### config.mk
export PLATFORM = sky130hd
export DESIGN_NAME = seq_addsub64_flat
export DESIGN_NICKNAME = d
export VERILOG_FILES = /design/src/rtl/seq_addsub64_if.sv /design/src/rtl/seq_addsub64.sv /design/src/flat_wrapper.sv
export SDC_FILE = /design/constraint.sdc
export NUM_CORES = 1
export LEC_CHECK = 0
export CORE_MARGIN = 5
export CORE_UTILIZATION = 35
export CTS_CLUSTER_DIAMETER = 150
export DETAILED_ROUTE_END_ITERATION = 8
export GPL_TIMING_DRIVEN = 0
export SLEW_MARGIN = 20
export SYNTH_ARGS = -nofsm -noshare
export SYNTH_HDL_FRONTEND = slang
export SYNTH_SLANG_ARGS = --single-unit
### constraint.sdc
create_clock -name clk -period 4.5 [get_ports clk]
set_input_delay 1.125 -clock clk [delete_from_list [all_inputs] [get_ports clk]]
set_output_delay 1.125 -clock clk [all_outputs]
set_load 0.005 [all_outputs]
### src/rtl/seq_addsub64_if.sv
// Request/response bundle for the sequential 64-bit adder/subtractor.
// The master drives the operands and start; the slave returns status and results.
interface seq_addsub64_if;
  logic        start;
  logic        op;
  logic [63:0] a;
  logic [63:0] b;
  logic        c_in;
  logic        busy;
  logic        done;
  logic [63:0] result;
  logic        c_out;
  logic        overflow;

  modport master (
    output start, op, a, b, c_in,
    input  busy, done, result, c_out, overflow
  );

  modport slave (
    input  start, op, a, b, c_in,
    output busy, done, result, c_out, overflow
  );
endinterface

### src/rtl/seq_addsub64.sv
// 64-bit add/subtract computed serially as eight 8-bit ripple slices, one per clock.
// Subtract is performed as A + ~B + 1, so c_out is the inverted borrow.
module seq_addsub64 (
  input  logic           clk,
  input  logic           rst,
  seq_addsub64_if.slave  bus
);
  localparam int unsigned W  = 64;
  localparam int unsigned SW = 8;
  localparam int unsigned KW = 3;

  typedef enum logic [1:0] {IDLE, RUN, DONE} state_t;

  state_t        state, state_n;
  logic [W-1:0]  opa, opa_n;
  logic [W-1:0]  opb, opb_n;
  logic [W-1:0]  acc, acc_n;
  logic          carry, carry_n;
  logic [KW-1:0] k, k_n;
  logic [W-1:0]  result_q, result_n;
  logic          c_out_q, c_out_n;
  logic          ovf_q, ovf_n;
  logic          busy_q, busy_n;
  logic          done_q, done_n;

  logic [SW-1:0] slice_a, slice_b;
  logic [SW:0]   slice_sum;
  logic [5:0]    slice_idx;

  // State and datapath registers
  always_ff @(posedge clk) begin
    if (rst) begin
      state    <= IDLE;
      opa      <= '0;
      opb      <= '0;
      acc      <= '0;
      carry    <= 1'b0;
      k        <= '0;
      result_q <= '0;
      c_out_q  <= 1'b0;
      ovf_q    <= 1'b0;
      busy_q   <= 1'b0;
      done_q   <= 1'b0;
    end else begin
      state    <= state_n;
      opa      <= opa_n;
      opb      <= opb_n;
      acc      <= acc_n;
      carry    <= carry_n;
      k        <= k_n;
      result_q <= result_n;
      c_out_q  <= c_out_n;
      ovf_q    <= ovf_n;
      busy_q   <= busy_n;
      done_q   <= done_n;
    end
  end

  // Next-state, slice arithmetic and output load
  always_comb begin
    state_n   = state;
    opa_n     = opa;
    opb_n     = opb;
    acc_n     = acc;
    carry_n   = carry;
    k_n       = k;
    result_n  = result_q;
    c_out_n   = c_out_q;
    ovf_n     = ovf_q;
    slice_idx = {k, 3'b000};
    slice_a   = opa[slice_idx +: SW];
    slice_b   = opb[slice_idx +: SW];
    slice_sum = {1'b0, slice_a} + {1'b0, slice_b} + {{SW{1'b0}}, carry};

    case (state)
      IDLE: begin
        if (bus.start) begin
          state_n = RUN;
          opa_n   = bus.a;
          opb_n   = bus.op ? ~bus.b : bus.b;
          carry_n = bus.op ? 1'b1 : bus.c_in;
          k_n     = '0;
        end
      end
      RUN: begin
        acc_n[slice_idx +: SW] = slice_sum[SW-1:0];
        carry_n = slice_sum[SW];
        k_n     = k + KW'(1);
        if (k == KW'(7)) begin
          state_n  = DONE;
          result_n = {slice_sum[SW-1:0], acc[W-SW-1:0]};
          c_out_n  = slice_sum[SW];
          // carry into bit 63 is recovered from the sum bit and its two operand bits
          ovf_n    = slice_sum[SW] ^ (slice_a[SW-1] ^ slice_b[SW-1] ^ slice_sum[SW-1]);
        end
      end
      DONE: state_n = IDLE;
      default: state_n = IDLE;
    endcase

    busy_n = (state_n != IDLE);
    done_n = (state_n == DONE);
  end

  assign bus.busy     = busy_q;
  assign bus.done     = done_q;
  assign bus.result   = result_q;
  assign bus.c_out    = c_out_q;
  assign bus.overflow = ovf_q;
endmodule

### src/flat_wrapper.sv
// flat-port wrapper written by rule: the top's interface ports become plain ports
module seq_addsub64_flat 
  (clk, rst, bus_start, bus_op, bus_a, bus_b, bus_c_in, bus_busy, bus_done, bus_result, bus_c_out, bus_overflow);
  seq_addsub64_if bus_i ();
  input  logic clk;
  input  logic rst;
  input wire logic [$bits(bus_i.start)-1:0] bus_start;
  input wire logic [$bits(bus_i.op)-1:0] bus_op;
  input wire logic [$bits(bus_i.a)-1:0] bus_a;
  input wire logic [$bits(bus_i.b)-1:0] bus_b;
  input wire logic [$bits(bus_i.c_in)-1:0] bus_c_in;
  output wire logic [$bits(bus_i.busy)-1:0] bus_busy;
  output wire logic [$bits(bus_i.done)-1:0] bus_done;
  output wire logic [$bits(bus_i.result)-1:0] bus_result;
  output wire logic [$bits(bus_i.c_out)-1:0] bus_c_out;
  output wire logic [$bits(bus_i.overflow)-1:0] bus_overflow;
  assign bus_i.start = bus_start;
  assign bus_i.op = bus_op;
  assign bus_i.a = bus_a;
  assign bus_i.b = bus_b;
  assign bus_i.c_in = bus_c_in;
  assign bus_busy = bus_i.busy;
  assign bus_done = bus_i.done;
  assign bus_result = bus_i.result;
  assign bus_c_out = bus_i.c_out;
  assign bus_overflow = bus_i.overflow;
  seq_addsub64 u_core (.clk(clk), .rst(rst), .bus(bus_i));
endmodule
==> results of run 1 <==
## per-stage QoR
step           setup slack, ns  instance area, µm²  hold slack (ns)
2_1_floorplan             1.13               10800            0.431
3_3_place_gp             0.361               13300            0.440
3_5_place_dp             0.273               13300            0.447
4_1_cts                  0.246               14200            0.455
5_1_grt                0.00356               14200            0.466
6_report                 0.280               14200            0.452
## power groups by stage
stage	logic (mW)	clock network, mW	registers (mW)
floorplan	0.406	0	2.45
global placement	0.685	0	2.47
finish	0.697	2.27	2.42
detailed placement	0.695	0	2.47
CTS	0.698	2.32	2.42
global route	0.756	2.42	2.43
## path summary, 6_finish.rpt
| path | start | endpoint | slack [ns] | depth (start not counted) |
|---|---|---|---|---|
| worst min register to register | u_core.acc[53]$_SDFFE_PP0P_ | u_core.bus.result[53]$_SDFFE_PP0P_ | 0.45 | 2 |
| worst max register to register | u_core.k[0]$_SDFFE_PP0P_ | u_core.acc[38]$_SDFFE_PP0P_ | 0.28 | 13 |
| worst max-delay path | u_core.k[0]$_SDFFE_PP0P_ | u_core.acc[38]$_SDFFE_PP0P_ | 0.28 | 13 |
| worst min-delay path | u_core.acc[53]$_SDFFE_PP0P_ | u_core.bus.result[53]$_SDFFE_PP0P_ | 0.45 | 2 |
## metal layers
layer,vias up,global-route usage [%]
met5,-,0
met4,0,5.16
met3,68,2.66
met2,279,31.1
met1,4320,25.1
li1,4690,-
## kinds of logic after synthesis
group           count (synthesis)
mux                            41
buf+inv                       109
xor+xnor                       69
simple gates                  496
compound gates                260
flops                         258
fa+ha+maj                      13
## worst min-delay path, cell delays in order, from the launching register on
cell and delay, ns:
dfxtp_1 0.31, nand2_1 0.05, a21oi_1 0.05
## state kept, by name, indices dropped and copies added (netlist names)
register / count
u_core.bus.result: 64
u_core.opa: 64
u_core.opb: 64
u_core.acc: 56
u_core.k: 3
u_core.state: 2
u_core.bus.busy: 1
u_core.bus.c_out: 1
u_core.bus.done: 1
u_core.bus.overflow: 1
u_core.carry: 1
## area by class of cell
| type | instances | share of cell area, % |
|---|---|---|
| repair buffers | 198 | 13.9 |
| inverters | 7 | 0.185 |
| multi-input cells | 879 | 36.5 |
| flip-flops and latches | 258 | 36.3 |
| clock inverters | 8 | 0.519 |
| plain buffers | 102 | 3.01 |
| well taps | 396 | 3.48 |
| clock buffers | 42 | 6.01 |
## cell usage in the layout (no fill, tap or decap), types with 2 or more instances in the layout
| cell | netlist | final |
|---|---|---|
| a211oi_1 | 72 | 72 |
| a21oi_1 | 157 | 157 |
| a22oi_1 | 2 | 2 |
| a31oi_1 | 2 | 2 |
| and2_1 | 4 | 4 |
| and3_1 | 4 | 4 |
| buf_1 | 3 | 3 |
| buf_2 | 29 | 29 |
| buf_4 | 2 | 2 |
| clkbuf_1 | 67 | 72 |
| clkbuf_16 | 0 | 29 |
| clkbuf_8 | 0 | 8 |
| clkdlybuf4s50_1 | 0 | 198 |
| clkinv_2 | 0 | 4 |
| clkinvlp_4 | 0 | 2 |
| dfxtp_1 | 258 | 258 |
| fa_1 | 2 | 2 |
| ha_1 | 11 | 11 |
| inv_1 | 5 | 5 |
| mux2i_1 | 9 | 9 |
| mux4_2 | 32 | 32 |
| nand2_1 | 335 | 335 |
| nand2b_1 | 7 | 7 |
| nand3_1 | 17 | 17 |
| nand3b_1 | 20 | 20 |
| nand4_1 | 2 | 2 |
| nor2_1 | 96 | 96 |
| nor2b_1 | 2 | 2 |
| nor3_1 | 2 | 2 |
| o21ai_1 | 3 | 3 |
| o22ai_1 | 2 | 2 |
| o31ai_1 | 14 | 14 |
| or3_1 | 3 | 3 |
| xnor2_1 | 65 | 64 |
| xor2_1 | 4 | 4 |
==> run metrics, run 1 <==
I/O pin count 201; relative slew slack 22.2%; RSZ-0062 raised after global routing no; Internal 4.04 mW; DR vias 9,357; Synth Area in Compound Gates 14.4%; Synth top cells by count 335 x nand2_1, 258 x dfxtp_1, 157 x a21oi_1, 96 x nor2_1, 72 x a211oi_1; Area Growth Syn to Fin 31.6%; DR WL met3 1800 µm; core area 30,500 µm²; area leader, netlist dfxtp_1; # setup viols final 0; most numerous cell in the Yosys netlist nand2_1; postcts setup bufs 0; multiplexer area fraction after synthesis 7.50%; clock tree sinks 258; Power Dens Cells 379 nW/µm²; Top Layer Used met4; Syn Area/Cell 8.67 µm²; initial antenna violation count 0; first-pass GRT wire length 50,600 µm; Chip Height 186 µm; Leak 5.01 nW; Root Buffer clkbuf_16; largest family of logic cells by synthesized area simple AND/OR/NAND/NOR gates; routed vias/inst 4.95; final hold vios 0; Finished Layout Cells 1,890; Pwr Total 5.39 mW; post-route DRC violation count 0; family with the most delay on the worst path compound AO/OA/AOI/OAI gates; CP peak stage delay 0.70 ns; CTS clk-pin slew, worst paths 0.06 ns; IO Port Bufs 198; Min-Delay Path Class flip-flop to flip-flop; Max Slew Vio Count 0; NetSw 1.35 mW; post-route ant nets 0; GP Congestion 0.850; H-Tree Depth 1; Post-Synth Adder-Cell Area 1.64%; layout net count 1,621; Flop pwr share 44.9%; Metal-1 WL 14,700 µm; Multi-input gate area 5200 µm²; hpwl dp 24,800 µm; switch share 25.0%; total of max-cap violations 0; Least-Margin Pin Slew 1.16 ns; Avg WL per Cell 17.3 µm; fraction of layout cells with a size suffix above 1 7.56%; Clock Tree Buf Depth 3; Total GRT Usage 18.5%; area share of and/or/nand/nor cells after synthesis 18.9%; Synth Area in XOR/XNOR 5.59%; clock power share 42.1%; # hold bufs at CTS 0; Yosys top cell area share 47.8%; CP Max Fanout 10; number of enable flip-flop cells after synthesis 0; Congestion Overflow GR 0; worst endpoint required time 4.96 ns; register area share after synthesis 47.8%; post-synth cell types 45; CP endpoint kind flip-flop; pin count of the biggest net entering global routing 14; Starting Density 35.4%; final core occ 46.6%; CTS buffer count 29; Buf+Inv Stages, Crit Path 3; Sequential Area 5160 µm²; VDD IR max 0.273 mV; std cell rows 64; setup tns final 0 ns; clk_lat worst skew 0.54 ns; # fillers 3,055; crit path DAT 4.68 ns; number of placed cells counting well taps 1,840; Final Skew 0.0120 ns; combinational share of power 12.9%; vias in the first global route 9,345; critical path class flip-flop to flip-flop; Synth Instances 1,246; Die Width 186 µm; Synth Cell Area 10,800 µm²; WL final 32,700 µm; CTS resizes 0; critical path's slowest cell o21ai_1; Final min period 4.22 ns; die area 34,500 µm²; highest clock rate 0.237 GHz; crit start category flip-flop; synth top area cells dfxtp_1 48%, nand2_1 12%, a21oi_1 7.3%; Initial DRC Count 580; Cell Chain, Critical Path buf_2 > buf_2 > mux4_2 > nand2_1 > nand2_1 > fa_1 > inv_1 > fa_1 > nor2b_1 > o31a_1 > o21ai_1 > nand3_1 > a21oi_1; Top FF cell, synth dfxtp_1; Final Cycle Share 93.8%; Synth Register Bits 258; DR pass1 iterations 4; CTS tree built; ant diodes 0; DR WL met2 15,300 µm; status finished clean; syn nets 1,392; Syn. warnings 0; ys async rst share 0%
No activity file was read; power rests on OpenSTA's default activity.
==> inputs of run 2 (changes only) <==
- ABC_CLOCK_PERIOD_IN_PS: not set -> 4500
- CORE_UTILIZATION: 35 -> 52
- PLACE_DENSITY: not set -> 0.8
==> run 2 against run 1 <==
Cell count fell by 6.8%. Register-to-register slack better by 0.04 ns. Maximum frequency rose by 0.95%. First-iteration DRC count is 2.2% lower. Largest power group unchanged.
==> run metrics, run 2 (synthesized netlist as in run 1, its figures left out) <==
status finished clean (unchanged); clk_lat worst skew 0.52 ns (was 0.54 ns); placed cell areas 13,100 µm² (was 13,300 µm²); Chip Height 154 µm (was 186 µm); CTS tree built (unchanged); Avg WL per Cell 17.5 µm (was 17.3 µm); RSZ-0062 raised after global routing no (unchanged); CP Max Fanout 10 (unchanged); H-Tree Depth 1 (unchanged); clock tree sinks 258 (unchanged); Flop pwr share 46.5% (was 44.9%); switch share 25.0% (about the same); cell count of the worst reg-to-reg path 13 (unchanged); post-route DRC violation count 0 (unchanged); terminus of the critical flop-to-flop path u_core.acc[38]$_SDFFE_PP0P_ (unchanged); hpwl dp 22,600 µm (was 24,800 µm); r2r setup slk 0.32 ns (was 0.28 ns); Power Dens Cells 373 nW/µm² (was 379 nW/µm²); GP Congestion 0.891 (was 0.850); Initial DRC Count 567 (was 580); Congestion Overflow GR 0 (unchanged); Starting Density 53.1% (was 35.4%); combinational share of power 13.2% (was 12.9%); Root Buffer clkbuf_16 (unchanged); crit path DAT 4.63 ns (was 4.68 ns); highest clock rate 0.239 GHz (was 0.237 GHz); Internal 3.91 mW (was 4.04 mW); std cell rows 52 (was 64); # hold bufs at CTS 0 (unchanged); crit start category flip-flop (unchanged); I/O pin count 201 (unchanged); die area 23,800 µm² (was 34,500 µm²); VDD IR max 0.226 mV (was 0.273 mV); CTS resizes 0 (unchanged); Least-Margin Pin Slew 1.06 ns (was 1.16 ns); layout net count 1,618 (was 1,621); fraction of layout cells with a size suffix above 1 7.51% (was 7.56%); DR vias 9,725 (was 9,357); Cell Chain, Critical Path buf_2 > buf_2 > mux4_2 > nand2_1 > nand2_1 > fa_1 > inv_1 > fa_1 > nor2b_1 > o31a_1 > o21ai_1 > nand3_1 > a21oi_1 (unchanged); total of max-cap violations 0 (unchanged); CTS clk-pin slew, worst paths 0.06 ns (about the same); postcts setup bufs 0 (unchanged); ant diodes 0 (unchanged); most common cell after layout, fill and taps aside nand2_1 (unchanged); Total GRT Usage 24.9% (was 18.5%); CP peak stage delay 0.74 ns (was 0.70 ns); critical path's slowest cell o21ai_1 (unchanged); Hold Path Cell Cnt 2 (unchanged); Final Skew 0.00840 ns (was 0.0120 ns); commonest cells after routing, fill and taps aside 335 x nand2_1, 258 x dfxtp_1, 198 x clkdlybuf4s50_1 (unchanged); pin count of the biggest net entering global routing 15 (was 14); clock power share 40.3% (was 42.1%); IO Port Bufs 198 (unchanged); Area Growth Syn to Fin 29.4% (was 31.6%); CP endpoint kind flip-flop (unchanged); Min-Delay Path Class flip-flop to flip-flop (unchanged); Die Width 154 µm (was 186 µm); setup tns final 0 ns (unchanged); NetSw 1.31 mW (was 1.35 mW); Leak 4.97 nW (was 5.01 nW); Final min period 4.18 ns (was 4.22 ns); vias in the first global route 9,668 (was 9,345); CTS buffer count 26 (was 29); Clock Tree Buf Depth 3 (unchanged); Worst Min Path Start u_core.acc[8]$_SDFFE_PP0P_ (was u_core.acc[53]$_SDFFE_PP0P_); # setup viols final 0 (unchanged); post-route cell area 14,000 µm² (was 14,200 µm²); first-pass GRT wire length 48,600 µm (was 50,600 µm); post-route ant nets 0 (unchanged); routed vias/inst 5.52 (was 4.95); Max Slew Vio Count 0 (unchanged); Min-Delay Endpoint u_core.bus.result[8]$_SDFFE_PP0P_ (was u_core.bus.result[53]$_SDFFE_PP0P_); initial antenna violation count 0 (unchanged); final hold vios 0 (unchanged); core area 20,400 µm² (was 30,500 µm²); relative slew slack 28.9% (was 22.2%); DR pass1 iterations 6 (was 4); WL final 30,800 µm (was 32,700 µm); worst endpoint required time 4.95 ns (was 4.96 ns); reg2reg start u_core.k[0]$_SDFFE_PP0P_ (unchanged); critical path class flip-flop to flip-flop (unchanged); Final Cycle Share 92.9% (was 93.8%)
==> run 2: area by class of cell <==
| class | count | area (µm²) |
|---|---|---|
| multi-input combinational | 879 | 5200 |
| inverter | 7 | 26.3 |
| clock buffer | 39 | 801 |
| fill | 1695 | 6380 |
| timing repair buffer | 198 | 1980 |
| sequential | 258 | 5160 |
| tap | 270 | 338 |
| clock inverter | 9 | 52.6 |
| buffer | 102 | 428 |
==> run 2: worst max path at each step <==
stage | from | endpoint | cells after the start
final | u_core.k[0]$_SDFFE_PP0P_ | u_core.acc[38]$_SDFFE_PP0P_ | 13
after CTS | u_core.k[0]$_SDFFE_PP0P_ | u_core.acc[6]$_SDFFE_PP0P_ | 13
after detailed placement | u_core.k[0]$_SDFFE_PP0P_ | u_core.acc[6]$_SDFFE_PP0P_ | 13
after global routing | u_core.k[0]$_SDFFE_PP0P_ | u_core.acc[6]$_SDFFE_PP0P_ | 13
after floorplan | u_core.k[0]$_SDFFE_PP0P_ | u_core.bus.overflow$_SDFFE_PP0P_ | 13
after global placement | u_core.k[0]$_SDFFE_PP0P_ | u_core.acc[6]$_SDFFE_PP0P_ | 13
==> run 2: worst max-delay path: cells and delay by family (launching register included) <==
family | cells | cell delay [ns]
simple gates | 4 | 0.41
mux | 1 | 0.58
compound gates | 3 | 1.20
buf+inv | 3 | 0.85
fa+ha+maj | 2 | 0.68
flops | 1 | 0.39
==> run 2: power groups by stage <==
stage	clock network, mW	logic, mW	registers, mW
2_1_floorplan	0	0.406	2.45
3_3_place_gp	0	0.666	2.47
3_5_place_dp	0	0.679	2.47
4_1_cts	2.12	0.683	2.42
5_1_grt	2.23	0.737	2.43
6_report	2.10	0.685	2.42
==> run 2: per-layer routing <==
metal,up-vias,part of all wire [%],track usage (%)
met4,0,3.2,8.03
met2,412,49,43.1
met1,4564,40,31.5
met5,-,0,0.207
li1,4667,-,-
met3,82,7.7,4.69
==> run 2: stage by stage <==
step	total power, mW	setup slack, ns	util [%]	instances	hold WS, ns
after global placement	3.13	0.391	64.5	1714	0.440
after global routing	5.39	0.111	68.7	1762	0.470
final	5.21	0.319	68.7	1762	0.452
after CTS	5.22	0.371	68.7	1762	0.454
after detailed placement	3.15	0.367	64.5	1714	0.445
after floorplan	2.86	1.13	-	1246	0.431
